## src/rtl/ft8_pkg.sv

```systemverilog
// Shared FT8 (174,91) LDPC constants: code dimensions, parity-check tables and decoder state type.
// LDPC_MN is derived from LDPC_NM at elaboration so the two tables can never disagree.
package ft8_pkg;

  localparam int FT8_N = 174;
  localparam int FT8_K = 91;
  localparam int FT8_M = 83;

  // Check -> bit table, 1-based bit indices, 0 marks an unused slot.
  localparam logic [7:0] LDPC_NM [FT8_M][7] = '{
    '{8'd4,   8'd31,  8'd59,  8'd91,  8'd92,  8'd96,  8'd153},
    '{8'd5,   8'd32,  8'd60,  8'd93,  8'd115, 8'd146, 8'd0},
    '{8'd6,   8'd24,  8'd61,  8'd94,  8'd122, 8'd151, 8'd0},
    '{8'd7,   8'd33,  8'd62,  8'd95,  8'd96,  8'd143, 8'd0},
    '{8'd8,   8'd25,  8'd63,  8'd83,  8'd93,  8'd96,  8'd148},
    '{8'd6,   8'd32,  8'd64,  8'd97,  8'd126, 8'd138, 8'd0},
    '{8'd5,   8'd34,  8'd65,  8'd78,  8'd98,  8'd107, 8'd154},
    '{8'd9,   8'd35,  8'd66,  8'd99,  8'd139, 8'd146, 8'd0},
    '{8'd10,  8'd36,  8'd67,  8'd100, 8'd107, 8'd126, 8'd0},
    '{8'd11,  8'd37,  8'd67,  8'd87,  8'd101, 8'd139, 8'd158},
    '{8'd12,  8'd38,  8'd68,  8'd102, 8'd105, 8'd155, 8'd0},
    '{8'd13,  8'd39,  8'd69,  8'd103, 8'd149, 8'd162, 8'd0},
    '{8'd8,   8'd40,  8'd70,  8'd82,  8'd104, 8'd114, 8'd145},
    '{8'd14,  8'd41,  8'd71,  8'd88,  8'd102, 8'd123, 8'd156},
    '{8'd15,  8'd42,  8'd59,  8'd106, 8'd123, 8'd159, 8'd0},
    '{8'd1,   8'd33,  8'd72,  8'd106, 8'd107, 8'd157, 8'd0},
    '{8'd16,  8'd43,  8'd73,  8'd108, 8'd141, 8'd160, 8'd0},
    '{8'd17,  8'd37,  8'd74,  8'd81,  8'd109, 8'd131, 8'd154},
    '{8'd11,  8'd44,  8'd75,  8'd110, 8'd121, 8'd166, 8'd0},
    '{8'd45,  8'd55,  8'd64,  8'd111, 8'd130, 8'd161, 8'd173},
    '{8'd8,   8'd46,  8'd71,  8'd112, 8'd119, 8'd166, 8'd0},
    '{8'd18,  8'd36,  8'd76,  8'd89,  8'd113, 8'd114, 8'd143},
    '{8'd19,  8'd38,  8'd77,  8'd104, 8'd116, 8'd163, 8'd0},
    '{8'd20,  8'd47,  8'd70,  8'd92,  8'd138, 8'd165, 8'd0},
    '{8'd2,   8'd48,  8'd74,  8'd113, 8'd128, 8'd160, 8'd0},
    '{8'd21,  8'd45,  8'd78,  8'd83,  8'd117, 8'd121, 8'd151},
    '{8'd22,  8'd47,  8'd58,  8'd118, 8'd127, 8'd164, 8'd0},
    '{8'd16,  8'd39,  8'd62,  8'd112, 8'd134, 8'd158, 8'd0},
    '{8'd23,  8'd43,  8'd79,  8'd120, 8'd131, 8'd145, 8'd0},
    '{8'd19,  8'd35,  8'd59,  8'd73,  8'd110, 8'd125, 8'd161},
    '{8'd20,  8'd36,  8'd63,  8'd94,  8'd136, 8'd161, 8'd0},
    '{8'd14,  8'd31,  8'd79,  8'd98,  8'd132, 8'd164, 8'd0},
    '{8'd3,   8'd44,  8'd80,  8'd124, 8'd127, 8'd169, 8'd0},
    '{8'd19,  8'd46,  8'd81,  8'd117, 8'd135, 8'd167, 8'd0},
    '{8'd7,   8'd49,  8'd58,  8'd90,  8'd100, 8'd105, 8'd168},
    '{8'd12,  8'd50,  8'd61,  8'd118, 8'd119, 8'd144, 8'd0},
    '{8'd13,  8'd51,  8'd64,  8'd114, 8'd118, 8'd157, 8'd0},
    '{8'd24,  8'd52,  8'd76,  8'd129, 8'd148, 8'd149, 8'd0},
    '{8'd25,  8'd53,  8'd69,  8'd90,  8'd101, 8'd130, 8'd156},
    '{8'd20,  8'd46,  8'd65,  8'd80,  8'd120, 8'd140, 8'd170},
    '{8'd21,  8'd54,  8'd77,  8'd100, 8'd140, 8'd171, 8'd0},
    '{8'd35,  8'd82,  8'd133, 8'd142, 8'd171, 8'd174, 8'd0},
    '{8'd14,  8'd30,  8'd83,  8'd113, 8'd125, 8'd170, 8'd0},
    '{8'd4,   8'd29,  8'd68,  8'd120, 8'd134, 8'd173, 8'd0},
    '{8'd1,   8'd4,   8'd52,  8'd57,  8'd86,  8'd136, 8'd152},
    '{8'd26,  8'd51,  8'd56,  8'd91,  8'd122, 8'd137, 8'd168},
    '{8'd52,  8'd84,  8'd110, 8'd115, 8'd145, 8'd168, 8'd0},
    '{8'd7,   8'd50,  8'd81,  8'd99,  8'd132, 8'd173, 8'd0},
    '{8'd23,  8'd55,  8'd67,  8'd95,  8'd172, 8'd174, 8'd0},
    '{8'd26,  8'd41,  8'd77,  8'd109, 8'd141, 8'd148, 8'd0},
    '{8'd2,   8'd27,  8'd41,  8'd61,  8'd62,  8'd115, 8'd133},
    '{8'd27,  8'd40,  8'd56,  8'd124, 8'd125, 8'd126, 8'd0},
    '{8'd18,  8'd49,  8'd55,  8'd124, 8'd141, 8'd167, 8'd0},
    '{8'd6,   8'd33,  8'd85,  8'd108, 8'd116, 8'd156, 8'd0},
    '{8'd28,  8'd48,  8'd70,  8'd85,  8'd105, 8'd129, 8'd158},
    '{8'd9,   8'd54,  8'd63,  8'd131, 8'd147, 8'd155, 8'd0},
    '{8'd22,  8'd53,  8'd68,  8'd109, 8'd121, 8'd174, 8'd0},
    '{8'd3,   8'd13,  8'd48,  8'd78,  8'd95,  8'd123, 8'd0},
    '{8'd31,  8'd69,  8'd133, 8'd150, 8'd155, 8'd169, 8'd0},
    '{8'd12,  8'd43,  8'd66,  8'd89,  8'd97,  8'd135, 8'd159},
    '{8'd5,   8'd39,  8'd75,  8'd102, 8'd136, 8'd167, 8'd0},
    '{8'd2,   8'd54,  8'd86,  8'd101, 8'd135, 8'd164, 8'd0},
    '{8'd15,  8'd56,  8'd87,  8'd108, 8'd119, 8'd171, 8'd0},
    '{8'd10,  8'd44,  8'd82,  8'd91,  8'd111, 8'd144, 8'd149},
    '{8'd23,  8'd34,  8'd71,  8'd94,  8'd127, 8'd153, 8'd0},
    '{8'd11,  8'd49,  8'd88,  8'd92,  8'd142, 8'd157, 8'd0},
    '{8'd29,  8'd34,  8'd87,  8'd97,  8'd147, 8'd162, 8'd0},
    '{8'd30,  8'd50,  8'd60,  8'd86,  8'd137, 8'd142, 8'd162},
    '{8'd10,  8'd53,  8'd66,  8'd84,  8'd112, 8'd128, 8'd165},
    '{8'd22,  8'd57,  8'd85,  8'd93,  8'd140, 8'd159, 8'd0},
    '{8'd28,  8'd32,  8'd72,  8'd103, 8'd132, 8'd166, 8'd0},
    '{8'd28,  8'd29,  8'd84,  8'd88,  8'd117, 8'd143, 8'd150},
    '{8'd1,   8'd26,  8'd45,  8'd80,  8'd128, 8'd147, 8'd0},
    '{8'd17,  8'd27,  8'd89,  8'd103, 8'd116, 8'd153, 8'd0},
    '{8'd51,  8'd57,  8'd98,  8'd163, 8'd165, 8'd172, 8'd0},
    '{8'd21,  8'd37,  8'd73,  8'd138, 8'd152, 8'd169, 8'd0},
    '{8'd16,  8'd47,  8'd76,  8'd130, 8'd137, 8'd154, 8'd0},
    '{8'd3,   8'd24,  8'd30,  8'd72,  8'd104, 8'd139, 8'd0},
    '{8'd9,   8'd40,  8'd90,  8'd106, 8'd134, 8'd151, 8'd0},
    '{8'd15,  8'd58,  8'd60,  8'd74,  8'd111, 8'd150, 8'd163},
    '{8'd18,  8'd42,  8'd79,  8'd144, 8'd146, 8'd152, 8'd0},
    '{8'd25,  8'd38,  8'd65,  8'd99,  8'd122, 8'd160, 8'd0},
    '{8'd17,  8'd42,  8'd75,  8'd129, 8'd170, 8'd172, 8'd0}
  };

  // Bit -> check table, 1-based check indices; LDPC_MN[i][j] is the j-th check touching bit i.
  typedef logic [FT8_N-1:0][2:0][7:0] mn_tab_t;

  function automatic mn_tab_t build_mn();
    mn_tab_t t;
    t = '0;
    for (int c = 0; c < FT8_M; c++) begin
      for (int k = 0; k < 7; k++) begin
        int b;
        b = int'(LDPC_NM[c][k]);
        if (b != 0) begin
          if (t[b-1][0] == 8'd0) t[b-1][0] = 8'(c + 1);
          else if (t[b-1][1] == 8'd0) t[b-1][1] = 8'(c + 1);
          else t[b-1][2] = 8'(c + 1);
        end
      end
    end
    return t;
  endfunction

  localparam mn_tab_t LDPC_MN = build_mn();

  typedef enum logic [1:0] {
    IDLE = 2'd0,
    SYND = 2'd1,
    FLIP = 2'd2,
    DONE = 2'd3
  } state_t;

endpackage

```

## src/rtl/ldpc_syndrome.sv

```systemverilog
// Single-cycle 83-check syndrome of a 174-bit hard-decision word, plus its Hamming weight.
module ldpc_syndrome
  import ft8_pkg::*;
(
  input  logic [FT8_N-1:0] word,
  output logic [FT8_M-1:0] syndrome,
  output logic [6:0]       weight
);

  // XOR each check's participating bits; unused table slots contribute nothing.
  always_comb begin
    syndrome = '0;
    for (int c = 0; c < FT8_M; c++) begin
      for (int k = 0; k < 7; k++) begin
        if (LDPC_NM[c][k] != 8'd0) begin
          syndrome[c] = syndrome[c] ^ word[LDPC_NM[c][k] - 8'd1];
        end else begin
          syndrome[c] = syndrome[c];
        end
      end
    end
  end

  // Count unsatisfied checks.
  always_comb begin
    weight = 7'd0;
    for (int c = 0; c < FT8_M; c++) begin
      weight = weight + {6'd0, syndrome[c]};
    end
  end

endmodule

```

## src/rtl/ldpc_decoder.sv

```systemverilog
// Hard-decision bit-flip decoder for the FT8 (174,91) LDPC code.
// Alternates SYND/FLIP passes until the syndrome clears or MAX_ITER flips have been made.
module ldpc_decoder
  import ft8_pkg::*;
#(
  parameter int MAX_ITER = 20
) (
  input  logic              clk,
  input  logic              rst_n,
  input  logic [FT8_N-1:0]  codeword_in,
  input  logic              codeword_valid,
  output logic              codeword_ready,
  output logic [FT8_K-1:0]  decoded_msg,
  output logic              decoded_valid,
  output logic              decoded_ok,
  output logic [5:0]        iterations,
  output logic [6:0]        parity_errors
);

  localparam logic [5:0] MAX_ITER_L = 6'(MAX_ITER);

  state_t                    state_r;
  state_t                    state_nxt_s;
  logic [FT8_N-1:0]          work_r;
  logic [FT8_M-1:0]          synd_r;
  logic [FT8_M-1:0]          synd_s;
  logic [6:0]                synd_cnt_s;
  logic [5:0]                iter_r;
  logic [FT8_N-1:0][1:0]     u_s;
  logic [1:0]                umax_s;
  logic [FT8_N-1:0]          flip_s;

  ldpc_syndrome u_synd (
    .word     (work_r),
    .syndrome (synd_s),
    .weight   (synd_cnt_s)
  );

  // Per-bit unsatisfied-check count from the latched syndrome, and its maximum.
  always_comb begin
    u_s    = '0;
    umax_s = 2'd0;
    for (int i = 0; i < FT8_N; i++) begin
      for (int j = 0; j < 3; j++) begin
        if (LDPC_MN[i][j] != 8'd0) begin
          u_s[i] = u_s[i] + {1'b0, synd_r[7'(LDPC_MN[i][j] - 8'd1)]};
        end else begin
          u_s[i] = u_s[i];
        end
      end
      if (u_s[i] > umax_s) begin
        umax_s = u_s[i];
      end else begin
        umax_s = umax_s;
      end
    end
  end

  // Flip every bit that ties for the worst count; nothing flips when no check fails.
  always_comb begin
    flip_s = '0;
    for (int i = 0; i < FT8_N; i++) begin
      flip_s[i] = (u_s[i] == umax_s) && (umax_s != 2'd0);
    end
  end

  // Next-state logic.
  always_comb begin
    state_nxt_s = state_r;
    case (state_r)
      IDLE: begin
        if (codeword_valid) state_nxt_s = SYND;
        else state_nxt_s = IDLE;
      end
      SYND: begin
        if (synd_s == '0) state_nxt_s = DONE;
        else if (iter_r >= MAX_ITER_L) state_nxt_s = DONE;
        else state_nxt_s = FLIP;
      end
      FLIP:    state_nxt_s = SYND;
      DONE:    state_nxt_s = IDLE;
      default: state_nxt_s = IDLE;
    endcase
  end

  // State register.
  always_ff @(posedge clk or negedge rst_n) begin
    if (!rst_n) state_r <= IDLE;
    else state_r <= state_nxt_s;
  end

  // Working word, latched syndrome and pass counter.
  always_ff @(posedge clk or negedge rst_n) begin
    if (!rst_n) begin
      work_r <= '0;
      synd_r <= '0;
      iter_r <= 6'd0;
    end else begin
      case (state_r)
        IDLE: begin
          if (codeword_valid) begin
            work_r <= codeword_in;
            iter_r <= 6'd0;
          end
        end
        SYND: begin
          if (state_nxt_s == FLIP) synd_r <= synd_s;
        end
        FLIP: begin
          work_r <= work_r ^ flip_s;
          if (iter_r != 6'h3F) iter_r <= iter_r + 6'd1;
        end
        default: begin
        end
      endcase
    end
  end

  // Ready is registered as "next state is IDLE" so it matches state_r == IDLE.
  always_ff @(posedge clk or negedge rst_n) begin
    if (!rst_n) codeword_ready <= 1'b1;
    else codeword_ready <= (state_nxt_s == IDLE);
  end

  // Result registers load while in DONE and hold until the next DONE.
  always_ff @(posedge clk or negedge rst_n) begin
    if (!rst_n) begin
      decoded_msg   <= '0;
      decoded_valid <= 1'b0;
      decoded_ok    <= 1'b0;
      iterations    <= 6'd0;
      parity_errors <= 7'd0;
    end else if (state_r == DONE) begin
      decoded_msg   <= work_r[FT8_K-1:0];
      decoded_valid <= 1'b1;
      decoded_ok    <= (synd_cnt_s == 7'd0);
      iterations    <= iter_r;
      parity_errors <= synd_cnt_s;
    end else begin
      decoded_valid <= 1'b0;
    end
  end

endmodule

```

## config.mk

```make
export PLATFORM = sky130hd
export DESIGN_NAME = ldpc_decoder
export DESIGN_NICKNAME = d
export VERILOG_FILES = /design/src/rtl/ft8_pkg.sv /design/src/rtl/ldpc_syndrome.sv /design/src/rtl/ldpc_decoder.sv
export SDC_FILE = /design/constraint.sdc
export NUM_CORES = 2
export LEC_CHECK = 0
export CAP_MARGIN = 25
export CELL_PAD_IN_SITES_DETAIL_PLACEMENT = 0
export CELL_PAD_IN_SITES_GLOBAL_PLACEMENT = 1
export CORE_MARGIN = 5
export CORE_UTILIZATION = 52
export DETAILED_ROUTE_END_ITERATION = 7
export HOLD_SLACK_MARGIN = 0.12
export PLACE_DENSITY_LB_ADDON = 0.05
export REMOVE_ABC_BUFFERS = 1
export SYNTH_ARGS = -nofsm -noshare
export SYNTH_HDL_FRONTEND = slang
export SYNTH_HIERARCHICAL = 1
export SYNTH_SLANG_ARGS = --single-unit
```

## constraint.sdc

```tcl
create_clock -name clk -period 260 [get_ports clk]
set_input_delay 52 -clock clk [delete_from_list [all_inputs] [get_ports clk]]
set_output_delay 52 -clock clk [all_outputs]
set_load 0.05 [all_outputs]
```

==> impl_metrics.json <==
{
  "antenna_found_initial": 14,
  "area_growth_pct": 13.2,
  "initialDrtViolationCount": 6319,
  "die_area_um2": 103000,
  "ys_seq_area_share_pct": 18.6,
  "drc": 0,
  "drv_cap": 0,
  "status": "completed",
  "grt_pass1_wl_mm": 333,
  "start_kind": "flip-flop",
  "fp.dieW_um": 320,
  "utilization_pct": 59.5,
  "netlist-cell-type-count": 87,
  "syn-cell-area_um2": 50100,
  "clockBufferDepth": 3,
  "avgRoutedWirePerCell_um": 32.7,
  "fillers": 8532,
  "max-slew-margin-rel_pct": 19.4,
  "port_buffers": 283,
  "yosys-top-cells-area": "dfrtp_1 19%, ha_1 13%, fa_1 9.8%",
  "synth_top_area_cell": "dfrtp_1",
  "path_clk_slew_ns": 0.06,
  "max_stage_delay_ns": 0.81,
  "crit_fanout": 52,
  "finClkSkew_ns": 0.0247,
  "cp.arrival_ns": 173.77,
  "path_class": "flip-flop to flip-flop",
  "io_pins": 284,
  "finalCriticalPeriod_ns": 173.17,
  "grt_setup_unrepaired": "false",
  "hold_buffers": 0,
  "tns_ns": 0,
  "worstMarginPinSlew_ns": 1.20,
  "vias_per_cell": 6.74,
  "async_flop_share_pct": 100,
  "synth_area_per_cell_um2": 8.80,
  "ant_nets": 0,
  "finalWirelength_mm": 236,
  "critPathRequiredTime_ns": 260.60,
  "cts_tree": "done",
  "cpMaxStageDelayCell": "buf_4",
  "ff_latch_area_um2": 9320,
  "fin_crit_sh_pct": 66.6,
  "synth-edff-count": 0,
  "htreeDepth": 2,
  "initial_core_util_pct": 52.5,
  "setup_viol": 0,
  "cp-end-kind": "flip-flop",
  "hold_viol_final": 0,
  "place_congestion": 1.11,
  "rows": 113,
  "drt-pass1-iter-count": 6,
  "drive_gt1_share_pct": 8.97,
  "clock.fmax_mhz": 5.77,
  "min_path_type": "flip-flop to flip-flop",
  "first_global_vias": 45400,
  "crit_top_cell": "o21ai_0",
  "grt_use_total_pct": 44.3,
  "synth-main-ff-cell": "dfrtp_1",
  "synth-seq-cells": 372,
  "hold_ws_ns": 0.479,
  "synth_top_area_share_pct": 18.5,
  "cts_sinks": 372,
  "grt_max_degree": 159,
  "syn-instance-count": 5690,
  "clock_latency_ns": 0.69,
  "yosysWarnings": 6,
  "clockRootBuffer": "clkbuf_16",
  "cts_made_buffers": 50,
  "die_y_um": 320,
  "multi_input_area_um2": 38100,
  "final_cell_area_um2": 56700,
  "grt_overflow": 0,
  "cts_resized": 0,
  "slew_violations": 0,
  "nets": 6883,
  "vias": 48800,
  "hpwl_mm": 175,
  "post_cts.repair.setup_buffers": 0,
  "core_area_um2": 95300,
  "placed_area_um2": 54800
}
sequential cells by signal, summed over array words and instances, names as in the netlist:
| signal | count |
|---|---|
| synd_r | 83 |
| state_r | 2 |
| work_r | 174 |
| decoded_ok | 1 |
| codeword_ready | 1 |
| iterations | 6 |
| decoded_msg | 91 |
| parity_errors | 7 |
| decoded_valid | 1 |
| iter_r | 6 |
worst max-delay path: cells and delay by family (launching register included):
| kind | cells | cell delay (ns) |
|---|---|---|
| buffers and inverters | 16 | 2.84 |
| adders and majority gates | 175 | 41.96 |
| and+or+nand+nor | 302 | 31.26 |
| DFF | 1 | 0.41 |
| muxes | 53 | 20.23 |
| AOI/OAI and AO/OA | 334 | 77.15 |
metrics by stage:
stage | std cells | worst slack, ns
3_3_place_gp | 7133 | 93.53
5_1_grt | 7230 | 73.41
2_1_floorplan | 5426 | 113.45
6_report | 7232 | 86.83
4_1_cts | 7228 | 89.98
3_5_place_dp | 7134 | 90.82
cells in the mapped netlist, types with 149 or more instances:
library cell	instances
a211oi_1	149
clkbuf_1	190
dfrtp_1	371
fa_1	246
ha_1	537
inv_1	446
mux2_2	238
mux2i_1	186
nand2_1	434
nand3_1	163
nor2_1	255
nor2b_1	176
o211ai_1	166
o21ai_0	418
xnor2_1	393
routing by layer:
metal | GRT usage [%] | vias to the layer above | wire length [um]
met5 | 0 | - | 99
met4 | 31.4 | 16 | 21700
met3 | 14.3 | 838 | 30100
met2 | 64.3 | 2877 | 96100
met1 | 55.7 | 23900 | 88300
li1 | - | 21200 | -
path summary, 6_finish.rpt:
check	cells after the start	end	slack, ns	startpoint
max in group asynchronous	4	work_r[167]	205.87	rst_n
max	880	work_r[158]	86.83	synd_r[61]
min in group asynchronous	1	decoded_ok	51.30	rst_n
max reg2reg	876	work_r[158]	86.83	synd_r[61]
min reg2reg	2	decoded_ok	0.48	decoded_ok
min	2	decoded_ok	0.48	decoded_ok
cells in the final DEF, fill, tap and decap left out, drive strengths merged, types with 134 or more instances in the layout:
cell	instances
a311oi	134
ha	537
o211ai	167
inv	447
buf	164
a211o	137
mux2	238
fa	246
nand3	163
nor2b	176
dfrtp	371
xnor2	396
a211oi	150
mux2i	186
nand2	434
o21ai	495
nor3	146
nor2	255
clkdlybuf4s50	281
o221ai	138
final cells by class:
class                           instances  area share, %
Antenna cell                            2        0.00883
Clock buffer                           71           2.54
Clock inverter                         23          0.708
Inverter                              447           2.97
Multi-Input combinational cell       4607           67.3
Sequential cell                       372           16.4
Tap cell                             1265           2.79
Timing Repair Buffer                  445           7.26
logic make-up after synthesis:
family / after synthesis / synth area share, %
AO/OA/AOI/OAI: 1603 / 22.6
adder cells (fa/ha/maj): 783 / 23.3
AND/OR/NAND/NOR: 1281 / 11.9
buffers and inverters: 711 / 5.47
flip-flops: 372 / 18.6
multiplexers: 424 / 9.07
XOR/XNOR: 516 / 9.07
Power is not shown: default switching activity piles up to over one toggle a cycle in this logic, so the estimate is an artifact.
